**config.mk**
```make
export PLATFORM = sky130hd
export DESIGN_NAME = mips_program_loader_flat
export DESIGN_NICKNAME = d
export VERILOG_FILES = /design/src/rtl/mips_program_loader_if.sv /design/src/rtl/mips_program_loader.sv /design/src/flat_wrapper.sv
export SDC_FILE = /design/constraint.sdc
export NUM_CORES = 1
export LEC_CHECK = 0
export BUFFER_PORTS_ARGS = -buffer_cell sky130_fd_sc_hd__buf_2
export CAP_MARGIN = 25
export CORE_MARGIN = 2
export CORE_UTILIZATION = 50
export CTS_BUF_LIST = sky130_fd_sc_hd__clkbuf_16
export CTS_CLUSTER_DIAMETER = 30
export DETAILED_ROUTE_END_ITERATION = 10
export GPL_TIMING_DRIVEN = 0
export PLACE_DENSITY_LB_ADDON = 0.08
export SLEW_MARGIN = 20
export SYNTH_ARGS = -nofsm -noshare
export SYNTH_HDL_FRONTEND = slang
export SYNTH_SLANG_ARGS = --single-unit
```
**constraint.sdc**
```tcl
create_clock -name clk1 -period 5.23 [get_ports clk1]
set_input_delay 0.523 -clock clk1 [delete_from_list [all_inputs] [get_ports clk1]]
set_output_delay 0.523 -clock clk1 [all_outputs]
set_load 0.005 [all_outputs]
```
**src/rtl/mips_program_loader_if.sv**
```systemverilog
//==============================================================================
// mips_program_loader_if
// Byte-stream input, instruction-memory write port and core-control bundle.
// Rev 1.0
//==============================================================================
`default_nettype none

interface mips_program_loader_if #(
    parameter int ADDR_W = 10
);
    logic              start;
    logic              in_valid;
    logic [7:0]        in_data;
    logic              in_ready;
    logic              mem_we;
    logic [ADDR_W-1:0] mem_addr;
    logic [31:0]       mem_wdata;
    logic              cpu_hold;
    logic              cpu_start;
    logic              busy;
    logic              done;
    logic              error;
    logic [ADDR_W:0]   words_loaded;

    modport master (
        output start, in_valid, in_data,
        input  in_ready, mem_we, mem_addr, mem_wdata, cpu_hold, cpu_start,
               busy, done, error, words_loaded
    );

    modport slave (
        input  start, in_valid, in_data,
        output in_ready, mem_we, mem_addr, mem_wdata, cpu_hold, cpu_start,
               busy, done, error, words_loaded
    );
endinterface

`default_nettype wire

```
**src/rtl/mips_program_loader.sv**
```systemverilog
//==============================================================================
// mips_program_loader
// Assembles a framed big-endian byte stream into instruction words and releases
// the core with a one-cycle start pulse once the frame checksum verifies.
// Rev 1.0
//==============================================================================
`default_nettype none

module mips_program_loader #(
    parameter int ADDR_W = 10
) (
    input  logic                 clk1,
    input  logic                 rst,
    mips_program_loader_if.slave bus
);
    typedef enum logic [2:0] {
        S_IDLE = 3'd0,
        S_HDR0 = 3'd1,
        S_HDR1 = 3'd2,
        S_DATA = 3'd3,
        S_CSUM = 3'd4,
        S_DONE = 3'd5,
        S_ERR  = 3'd6
    } state_t;

    localparam logic [31:0]     C_CAPACITY = 32'd1 << ADDR_W;
    localparam logic [ADDR_W:0] C_ONE      = {{ADDR_W{1'b0}}, 1'b1};

    state_t            state_q, state_d;
    logic [7:0]        nhi_q, nhi_d;
    logic [7:0]        xor_q, xor_d;
    logic [ADDR_W:0]   nwords_q, nwords_d;
    logic [ADDR_W:0]   word_idx_q, word_idx_d;
    logic [ADDR_W:0]   words_q, words_d;
    logic [1:0]        bcnt_q, bcnt_d;
    logic [23:0]       asm_q, asm_d;
    logic              mem_we_q, mem_we_d;
    logic [ADDR_W-1:0] mem_addr_q, mem_addr_d;
    logic [31:0]       mem_wdata_q, mem_wdata_d;
    logic              hold_q, hold_d;
    logic              cstart_q, cstart_d;
    logic              done_q, done_d;
    logic              err_q, err_d;

    logic              w_active;
    logic              w_accept;
    logic [31:0]       w_nfull;
    logic [ADDR_W:0]   w_idx_inc;

    assign w_active = (state_q == S_HDR0) || (state_q == S_HDR1) ||
                      (state_q == S_DATA) || (state_q == S_CSUM);
    assign w_accept  = bus.in_valid && w_active;
    assign w_nfull   = {16'd0, nhi_q, bus.in_data};
    assign w_idx_inc = word_idx_q + C_ONE;

    assign bus.in_ready     = w_active;
    assign bus.busy         = w_active;
    assign bus.mem_we       = mem_we_q;
    assign bus.mem_addr     = mem_addr_q;
    assign bus.mem_wdata    = mem_wdata_q;
    assign bus.cpu_hold     = hold_q;
    assign bus.cpu_start    = cstart_q;
    assign bus.done         = done_q;
    assign bus.error        = err_q;
    assign bus.words_loaded = words_q;

    always_comb begin
        state_d     = state_q;
        nhi_d       = nhi_q;
        xor_d       = xor_q;
        nwords_d    = nwords_q;
        word_idx_d  = word_idx_q;
        words_d     = words_q;
        bcnt_d      = bcnt_q;
        asm_d       = asm_q;
        mem_we_d    = 1'b0;
        mem_addr_d  = mem_addr_q;
        mem_wdata_d = mem_wdata_q;
        hold_d      = hold_q;
        cstart_d    = 1'b0;
        done_d      = done_q;
        err_d       = err_q;

        case (state_q)
            S_IDLE, S_DONE, S_ERR: begin
                if (bus.start) begin
                    state_d    = S_HDR0;
                    xor_d      = 8'd0;
                    word_idx_d = '0;
                    words_d    = '0;
                    bcnt_d     = 2'd0;
                    done_d     = 1'b0;
                    err_d      = 1'b0;
                    hold_d     = 1'b1;
                end
            end
            S_HDR0: begin
                if (w_accept) begin
                    nhi_d   = bus.in_data;
                    xor_d   = xor_q ^ bus.in_data;
                    state_d = S_HDR1;
                end
            end
            S_HDR1: begin
                if (w_accept) begin
                    xor_d    = xor_q ^ bus.in_data;
                    nwords_d = w_nfull[ADDR_W:0];
                    // Exactly 2^ADDR_W words is legal: word_idx is one bit wider than the address.
                    if (w_nfull > C_CAPACITY) begin
                        state_d = S_ERR;
                        err_d   = 1'b1;
                    end else if (w_nfull == 32'd0) begin
                        state_d = S_CSUM;
                    end else begin
                        state_d = S_DATA;
                    end
                end
            end
            S_DATA: begin
                if (w_accept) begin
                    xor_d  = xor_q ^ bus.in_data;
                    bcnt_d = bcnt_q + 2'd1;
                    asm_d  = {asm_q[15:0], bus.in_data};
                    if (bcnt_q == 2'd3) begin
                        mem_we_d    = 1'b1;
                        mem_addr_d  = word_idx_q[ADDR_W-1:0];
                        mem_wdata_d = {asm_q, bus.in_data};
                        word_idx_d  = w_idx_inc;
                        words_d     = w_idx_inc;
                        if (w_idx_inc == nwords_q) begin
                            state_d = S_CSUM;
                        end
                    end
                end
            end
            S_CSUM: begin
                if (w_accept) begin
                    if (bus.in_data == xor_q) begin
                        state_d  = S_DONE;
                        done_d   = 1'b1;
                        hold_d   = 1'b0;
                        cstart_d = 1'b1;
                    end else begin
                        state_d = S_ERR;
                        err_d   = 1'b1;
                    end
                end
            end
            default: state_d = S_IDLE;
        endcase
    end

    always_ff @(posedge clk1 or posedge rst) begin
        if (rst) begin
            state_q     <= S_IDLE;
            nhi_q       <= 8'd0;
            xor_q       <= 8'd0;
            nwords_q    <= '0;
            word_idx_q  <= '0;
            words_q     <= '0;
            bcnt_q      <= 2'd0;
            asm_q       <= 24'd0;
            mem_we_q    <= 1'b0;
            mem_addr_q  <= '0;
            mem_wdata_q <= 32'd0;
            hold_q      <= 1'b1;
            cstart_q    <= 1'b0;
            done_q      <= 1'b0;
            err_q       <= 1'b0;
        end else begin
            state_q     <= state_d;
            nhi_q       <= nhi_d;
            xor_q       <= xor_d;
            nwords_q    <= nwords_d;
            word_idx_q  <= word_idx_d;
            words_q     <= words_d;
            bcnt_q      <= bcnt_d;
            asm_q       <= asm_d;
            mem_we_q    <= mem_we_d;
            mem_addr_q  <= mem_addr_d;
            mem_wdata_q <= mem_wdata_d;
            hold_q      <= hold_d;
            cstart_q    <= cstart_d;
            done_q      <= done_d;
            err_q       <= err_d;
        end
    end
endmodule

`default_nettype wire

```
**src/flat_wrapper.sv**
```systemverilog
// flat-port wrapper written by rule: the top's interface ports become plain ports
module mips_program_loader_flat 
#(
    parameter int ADDR_W = 10
)
  (clk1, rst, bus_start, bus_in_valid, bus_in_data, bus_in_ready, bus_mem_we, bus_mem_addr, bus_mem_wdata, bus_cpu_hold, bus_cpu_start, bus_busy, bus_done, bus_error, bus_words_loaded);
  mips_program_loader_if #(.ADDR_W(ADDR_W)) bus_i ();
  input  logic clk1;
  input  logic rst;
  input wire logic [$bits(bus_i.start)-1:0] bus_start;
  input wire logic [$bits(bus_i.in_valid)-1:0] bus_in_valid;
  input wire logic [$bits(bus_i.in_data)-1:0] bus_in_data;
  output wire logic [$bits(bus_i.in_ready)-1:0] bus_in_ready;
  output wire logic [$bits(bus_i.mem_we)-1:0] bus_mem_we;
  output wire logic [$bits(bus_i.mem_addr)-1:0] bus_mem_addr;
  output wire logic [$bits(bus_i.mem_wdata)-1:0] bus_mem_wdata;
  output wire logic [$bits(bus_i.cpu_hold)-1:0] bus_cpu_hold;
  output wire logic [$bits(bus_i.cpu_start)-1:0] bus_cpu_start;
  output wire logic [$bits(bus_i.busy)-1:0] bus_busy;
  output wire logic [$bits(bus_i.done)-1:0] bus_done;
  output wire logic [$bits(bus_i.error)-1:0] bus_error;
  output wire logic [$bits(bus_i.words_loaded)-1:0] bus_words_loaded;
  assign bus_i.start = bus_start;
  assign bus_i.in_valid = bus_in_valid;
  assign bus_i.in_data = bus_in_data;
  assign bus_in_ready = bus_i.in_ready;
  assign bus_mem_we = bus_i.mem_we;
  assign bus_mem_addr = bus_i.mem_addr;
  assign bus_mem_wdata = bus_i.mem_wdata;
  assign bus_cpu_hold = bus_i.cpu_hold;
  assign bus_cpu_start = bus_i.cpu_start;
  assign bus_busy = bus_i.busy;
  assign bus_done = bus_i.done;
  assign bus_error = bus_i.error;
  assign bus_words_loaded = bus_i.words_loaded;
  mips_program_loader #(.ADDR_W(ADDR_W)) u_core (.clk1(clk1), .rst(rst), .bus(bus_i));
endmodule
```
==> metrics.md, run 1 <==
| Metric | Value |
|---|---|
| Status | `completed` |
| Busiest grt layer | `met2` |
| Reg2Reg Capture Point | `u_core.state_q[1]` |
| Syn Std Cell Area | `0.00528 mm^2` |
| Avg Vias per Cell | `5.29` |
| Max-slew headroom | `54.6%` |
| Area grow syn2layout | `21.5%` |
| Register bit total from synthesis | `114` |
| Commonest non-fill, non-tap cell in the layout | `nand2_1` |
| Final min period | `2340 ps` |
| First-pass GRT wire length | `19600 um` |
| Antenna cell count | `0` |
| Root buffer cell | `clkbuf_16` |
| Req. time, crit path | `5500 ps` |
| Initial antenna violation count | `0` |
| Vias in the first global route | `3955` |
| Reg2Reg Setup Slack | `2890 ps` |
| TritonRoute pass-1 iters | `5` |
| Clk sinks | `114` |
| Most frequent cells in the layout | `nand2_1, dfrtp_1, buf_2` |
| Synth async-reset ratio | `100%` |
| Tot GR Track Use | `22.5%` |
| Grt met3 use | `5.96%` |
| Leakage | `3.22 nW` |
| Clk slew on worst S/H paths | `50 ps` |
| Power density over the cells | `553 mW/mm^2` |
| Arrival @ worst endpoint | `2610 ps` |
| Initial Util | `51.3%` |
| Crit. Startpoint | `u_core.word_idx_q[0]` |
| Number of remaining DRC errors | `0` |
| Setup Fix Bufs, Post-CTS | `0` |
| DIE AREA | `0.0114 mm^2` |
| Multi-input logic area | `0.00223 mm^2` |
| TritonCTS clock tree | `yes` |
| DR WL/cell | `15.7 um` |
| Final std cells w/o fill | `757` |
| Via count | `4002` |
| Net Count, Synth | `541` |
| Post-Route WL | `11900 um` |
| Final setup violation count | `0` |
| Fin Setup TNS | `0 ps` |
| DR iter-0 viols | `174` |
| Synth unique cells | `55` |
| Number of buffers added on ports | `62` |
| Worst Setup End Kind | `flip-flop` |
| CTS Buf Count | `17` |
| Period utilization | `44.8%` |
| Layout cells sized above 1 | `26.6%` |
| Max-slew violation count | `0` |
| MaxCap Viol Count | `0` |
| Seq/Total Area, Yosys | `54.1%` |
| Top FF cell, synth | `dfrtp_1` |
| Skew final | `11.8 ps` |
| CP Max Fanout | `7` |
| RR Startpoint | `u_core.word_idx_q[0]` |
| Critical Path Start Type | `flip-flop` |
| Post-Place Cells | `726` |
| Synth Warn # | `0` |
| Min-Delay Path Class | `primary input to async pin` |
| Die Span Y | `107 um` |
| # nets final | `623` |
| Clock buffer depth | `2` |
| Mean post-synth cell area | `10.0 um^2` |
| Rows | `37` |
| R2R cell count | `7` |
| Filler cell count in the final layout | `915` |
| Routed Antenna Nets | `0` |
| Fmax | `427 MHz` |
| I/O pins | `72` |
| Placer Congestion | `0.850` |
| Worst setup endpoint | `u_core.state_q[1]` |
| Register area | `0.00285 mm^2` |
| Core ar. | `0.0103 mm^2` |
| Post-CTS Hold Buffers | `0` |
| Setup repair after global routing missed its margin | `no` |
| Dpl hpwl | `7990 um` |
| H-tree depth | `4` |
| Skew-Pair Late Insertion Delay | `410 ps` |
| Peak VDD IR | `360 uV` |
| Post_cts resized | `0` |
| Global Route met1 Usage | `30.1%` |
| Cell count after synthesis | `527` |
| Die width | `107 um` |
| Largest net degree at the start of global routing | `64` |
| Final hold violation count | `0` |
| Kind of critical path | `flip-flop to flip-flop` |
| Number of synthesized flops with an enable pin | `0` |
| Gr ovfl total | `0` |
| Met2 GRT Util | `35.2%` |
| Worst slew pin tran | `678 ps` |
synth_stat cells (2+ instances only):
library cell  count  share of area (%)
o2111ai_1         2               0.33
a21o_1            3               0.43
dfrtp_1         113                 54
nor2b_1           4               0.47
xor2_1            6                1.0
o22ai_1           2               0.24
o31ai_1           3               0.43
nor4_1            3               0.36
a22o_1            4               0.66
o211a_1           2               0.38
xnor2_1          18                3.0
inv_1             7               0.50
nand2_1         150                 11
o21ai_0          36                3.4
mux2_2           43                9.2
nand2b_1         15                1.8
o21a_1            2               0.28
mux2i_1           3               0.57
a21oi_1          10               0.95
ha_1              2               0.47
buf_2            17                1.6
nand3_1           5               0.47
nand3b_1          3               0.43
clkbuf_1         15                1.1
nor2_1           18                1.3
and2_1            3               0.36
nor3_1            4               0.38
a31oi_1           4               0.47
nand4_1           4               0.47
worst max-delay path: stages (launching register included):
cell and delay, ps:
dfrtp_1 450, ha_1 330, xor2_1 200, or3_1 340, a32oi_1 150, o2111ai_1 160, nor4_2 430, o21ai_0 140
logic make-up (layout without fill, tap and decap cells):
family	Yosys count	count (layout)	share of synthesized area (%)
simple gates	221	221	18.8
flops	114	114	54.1
compound gates	77	77	9.25
mux	46	46	9.75
xor+xnor	24	24	3.98
buf+inv	43	137	3.70
fa+ha+maj	2	2	0.474
sequential cells by signal, indices dropped and copies added, names as in the netlist, 2 cells and up:
name,count
u_core.bus.mem_wdata,32
u_core.asm_q,24
u_core.nwords_q,11
u_core.word_idx_q,11
u_core.bus.mem_addr,10
u_core.nhi_q,8
u_core.xor_q,8
u_core.state_q,3
u_core.bcnt_q,2
worst min-delay path by stage:
stage,endpoint,depth (start not counted)
after global placement,u_core.bus.mem_wdata[28],2
after floorplan,u_core.bus.mem_wdata[24],2
after global routing,u_core.bus.mem_wdata[24],2
final,u_core.bus.mem_wdata[24],2
after CTS,u_core.bus.mem_wdata[25],2
after detailed placement,u_core.bus.mem_wdata[30],2
per-stage QoR:
step                      cell area [um^2]  power (W)  worst slack, ps  hold WS (ps)  utilization [%]
after floorplan                       5280    0.00205             1690           433                -
after global placement                5760    0.00229              461           449             56.0
after detailed placement              5790    0.00234             2870           446             56.3
after CTS                             6410    0.00357             2890           223             62.4
after global routing                  6410    0.00376             2740           257             62.4
final                                 6410    0.00355             2890           194             62.4
report_power, final:
part	switching (W)	internal (W)
logic	0.000477	0.000486
clock network	0.000385	0.000830
registers	0.000208	0.00116
total	0.00107	0.00248
layer usage:
layer	wire length (um)	part of all wire, %	vias to the layer above
li1	-	-	1934
met1	5530	47	1971
met2	5770	49	88
met3	451	3.8	9
met4	112	0.94	0
met5	0	0	-
area by class of cell:
class,count,area share (%)
sequential,114,44.5
clock buffer,17,6.64
multi-input combinational,370,34.8
buffer,35,2.58
tap,136,2.66
inverter,8,0.547
clock inverter,14,3.03
timing repair buffer,63,5.27
(Power assumes the default switching activity.)
==> inputs of run 2 (changes only) <==
--- a/config.mk
+++ b/config.mk
@@ -5,6 +5,7 @@
 export SDC_FILE = /design/constraint.sdc
 export NUM_CORES = 1
 export LEC_CHECK = 0
+export ABC_AREA = 1
 export BUFFER_PORTS_ARGS = -buffer_cell sky130_fd_sc_hd__buf_2
 export CAP_MARGIN = 25
 export CORE_MARGIN = 2
==> constraint.sdc (replaced) <==
create_clock -name clk1 -period 2.15 [get_ports clk1]
set_input_delay 0.215 -clock clk1 [delete_from_list [all_inputs] [get_ports clk1]]
set_output_delay 0.215 -clock clk1 [all_outputs]
set_load 0.005 [all_outputs]
==> metrics.md, run 2 <==
| Metric | Value |
|---|---|
| Fin area | `0.00649 mm^2 (was 0.00641 mm^2)` |
| Most frequent cells in the layout | `nand2_1, dfrtp_1, buf_2 (unchanged)` |
| Dpl hpwl | `8750 um (was 7990 um)` |
| Post-synth top cells | `nand2_1, dfrtp_1, o21ai_0 (was nand2_1, dfrtp_1, mux2_2)` |
| Top FF cell, synth | `dfrtp_1 (unchanged)` |
| MaxCap Viol Count | `0 (unchanged)` |
| TritonCTS clock tree | `yes (unchanged)` |
| Max reg flops | `32 (unchanged)` |
| Clk sinks | `114 (unchanged)` |
| Filler cell count in the final layout | `876 (was 915)` |
| # nets final | `705 (was 623)` |
| Final std cells w/o fill | `839 (was 757)` |
| Min-Delay Path Class | `primary input to flip-flop (was primary input to async pin)` |
| Skew-Pair Late Insertion Delay | `400 ps (was 410 ps)` |
| Die Span Y | `106 um (was 107 um)` |
| Max-slew violation count | `0 (unchanged)` |
| R2R cell count | `14 (was 7)` |
| Max-slew headroom | `62.3% (was 54.6%)` |
| Area grow syn2layout | `25.1% (was 21.5%)` |
| Power density over the cells | `1290 mW/mm^2 (was 553 mW/mm^2)` |
| Synth top area share | `54.5% (was 53.6%)` |
| Layout Utilization | `63.7% (was 62.4%)` |
| Critical Path Start Type | `flip-flop (unchanged)` |
| DR WL/cell | `14.4 um (was 15.7 um)` |
| DIE AREA | `0.0112 mm^2 (was 0.0114 mm^2)` |
| First-pass GRT wire length | `20500 um (was 19600 um)` |
| Seq/Total Area, Yosys | `55.0% (was 54.1%)` |
| Placed Area | `0.00581 mm^2 (was 0.00579 mm^2)` |
| Initial Util | `51.0% (was 51.3%)` |
| CP Max Fanout | `4 (was 7)` |
| Tot GR Track Use | `23.3% (was 22.5%)` |
| Skew final | `7.09 ps (was 11.8 ps)` |
| Reg2Reg Capture Point | `u_core.state_q[2] (was u_core.state_q[1])` |
| I/O pins | `72 (unchanged)` |
| Commonest non-fill, non-tap cell in the layout | `nand2_1 (unchanged)` |
| H-tree depth | `4 (unchanged)` |
| Register bit total from synthesis | `114 (unchanged)` |
| Number of buffers added on ports | `71 (was 62)` |
| Placer Congestion | `0.854 (was 0.850)` |
| Cell count after synthesis | `592 (was 527)` |
| Post-Route WL | `12100 um (was 11900 um)` |
| TritonRoute pass-1 iters | `5 (unchanged)` |
| Routed Antenna Nets | `0 (unchanged)` |
| Number of remaining DRC errors | `0 (unchanged)` |
| Avg Vias per Cell | `5.17 (was 5.29)` |
| Die width | `106 um (was 107 um)` |
| Final min period | `1950 ps (was 2340 ps)` |
| Crit-path cells | `ha_4 -> inv_2 -> nand2_2 -> nand2_1 -> nor2_2 -> nand3_1 -> nor2_1 -> nand3_1 -> nor2_1 -> nand3_1 -> nand2_2 -> nand2_2 -> nand2_1 -> nand2_1 (was ha_1 -> xor2_1 -> or3_1 -> a32oi_1 -> o2111ai_1 -> nor4_2 -> o21ai_0)` |
| WHS Endpoint | `u_core.asm_q[3]` |
| Initial antenna violation count | `0 (unchanged)` |
| Syn Std Cell Area | `0.00519 mm^2 (was 0.00528 mm^2)` |
| Antenna cell count | `0 (unchanged)` |
| Peak VDD IR | `568 uV (was 360 uV)` |
| Critical path's top delay family | `simple AND/OR/NAND/NOR gates (unchanged)` |
| Clock buffer depth | `2 (unchanged)` |
| Net Count, Synth | `606 (was 541)` |
| Min-delay src | `bus_in_data[3]` |
| Synth area leader | `dfrtp_1 (unchanged)` |
| Core ar. | `0.0102 mm^2 (was 0.0103 mm^2)` |
| Synth async-reset ratio | `100% (unchanged)` |
| Clk slew on worst S/H paths | `60 ps (was 50 ps)` |
| Synth unique cells | `40 (was 55)` |
| Rows | `37 (unchanged)` |
| Hold Crit Depth | `3` |
| Number of synthesized flops with an enable pin | `0 (unchanged)` |
| Gr ovfl total | `0 (unchanged)` |
| Arrival @ worst endpoint | `2240 ps (was 2610 ps)` |
| Setup repair after global routing missed its margin | `no (unchanged)` |
| Worst Setup End Kind | `flip-flop (unchanged)` |
| Req. time, crit path | `2440 ps (was 5500 ps)` |
| Mean post-synth cell area | `8.77 um^2 (was 10.0 um^2)` |
| Synth top area cells | `dfrtp_1, nand2_1, o21ai_0 (was dfrtp_1, nand2_1, mux2_2)` |
| Largest net degree at the start of global routing | `36 (was 64)` |
| Status | `completed (unchanged)` |
| Period utilization | `90.5% (was 44.8%)` |
| Largest stage delay on the critical path | `440 ps (was 450 ps)` |
| CTS Buf Count | `17 (unchanged)` |
| Fmax | `514 MHz (was 427 MHz)` |
| Worst Path Buf+Inv | `1 (was 0)` |
| Final hold violation count | `0 (unchanged)` |
| Top-count cell post-synth | `nand2_1 (unchanged)` |
| Leakage | `3.33 nW (was 3.22 nW)` |
| Reg2Reg Setup Slack | `200 ps (was 2890 ps)` |
| Synth Warn # | `0 (unchanged)` |
| DR iter-0 viols | `212 (was 174)` |
| Layout cells sized above 1 | `23.9% (was 26.6%)` |
| Kind of critical path | `flip-flop to flip-flop (unchanged)` |
| Worst slew pin tran | `564 ps (was 678 ps)` |
| Vias in the first global route | `4263 (was 3955)` |
| Post-Place Cells | `803 (was 726)` |
| RR Startpoint | `u_core.word_idx_q[0] (unchanged)` |
| Power, Total | `0.00840 W (was 0.00355 W)` |
| Via count | `4338 (was 4002)` |
| Root buffer cell | `clkbuf_16 (unchanged)` |
| Final setup violation count | `0 (unchanged)` |
| Slowest cell on the critical path | `dfrtp_2 (was dfrtp_1)` |
-- run 2: tightest hold or removal path, cell delays in order --
cell and delay, ps:
buf_2 120, nand2_1 50, o21ai_0 60
-- run 2: cell families (layout without fill, tap and decap cells) --
family          Yosys count  count (layout)  synth area share, %
simple gates            273             273                 23.2
compound gates          111             111                 13.0
xor+xnor                  8               8                 1.35
buf+inv                  83             194                 6.77
flops                   114             114                 55.0
mux                       1               1                0.217
fa+ha+maj                 2               2                0.482
-- run 2: metal layers --
metal	vias up	part of all wire, %	track usage [%]	wire length, um
met5	-	0	0	0
met4	0	0.94	7.99	114
met3	11	4.6	4.76	557
met2	129	48	37.2	5810
met1	2097	47	32.1	5630
li1	2101	-	-	-
-- run 2: final cells by class --
class	count	area (um^2)	area share, %
Sequential cell	114	2860	44.0
Multi-Input combinational cell	395	2000	30.9
Timing Repair Buffer	80	490	7.55
Clock buffer	17	425	6.55
Inverter	64	246	3.80
Clock inverter	14	190	2.93
Tap cell	136	170	2.62
Buffer	19	109	1.68
-- run 2: repair_timing --
| item | CTS | global route |
|---|---|---|
| hold buffers | 1 | 0 |
| resized for setup | 0 | 8 |
| hold endpoints to repair | 21 | 0 |
| buffers inserted | 0 | 4 |
| endpoints found under the setup margin | 0 | 3 |
-- run 2: through the flow --
step                      setup WS [ps]  TNS, ps  hold WS (ps)
after floorplan                     461        0           336
after global placement             -175   -18740           450
after detailed placement            168        0           297
after CTS                           142        0          69.9
after global routing               6.87        0          89.7
final                               204        0          80.2
-- run 2: worst max-delay path by stage --
stage / start / to / slack [ps] / depth (start not counted)
3_5_place_dp: u_core.word_idx_q[0] / u_core.state_q[2] / 170 / 14
3_3_place_gp: rst / u_core.bus.done / -170 / 2
2_1_floorplan: u_core.word_idx_q[0] / u_core.state_q[2] / 460 / 14
6_report: u_core.word_idx_q[0] / u_core.state_q[2] / 200 / 14
4_1_cts: u_core.word_idx_q[0] / u_core.state_q[2] / 140 / 14
5_1_grt: u_core.word_idx_q[0] / u_core.state_q[1] / 7 / 14
-- run 2: report_power, final --
group	switching [W]	internal, W
Sequential	0.000391	0.00277
Combinational	0.00141	0.000905
Clock	0.000994	0.00193
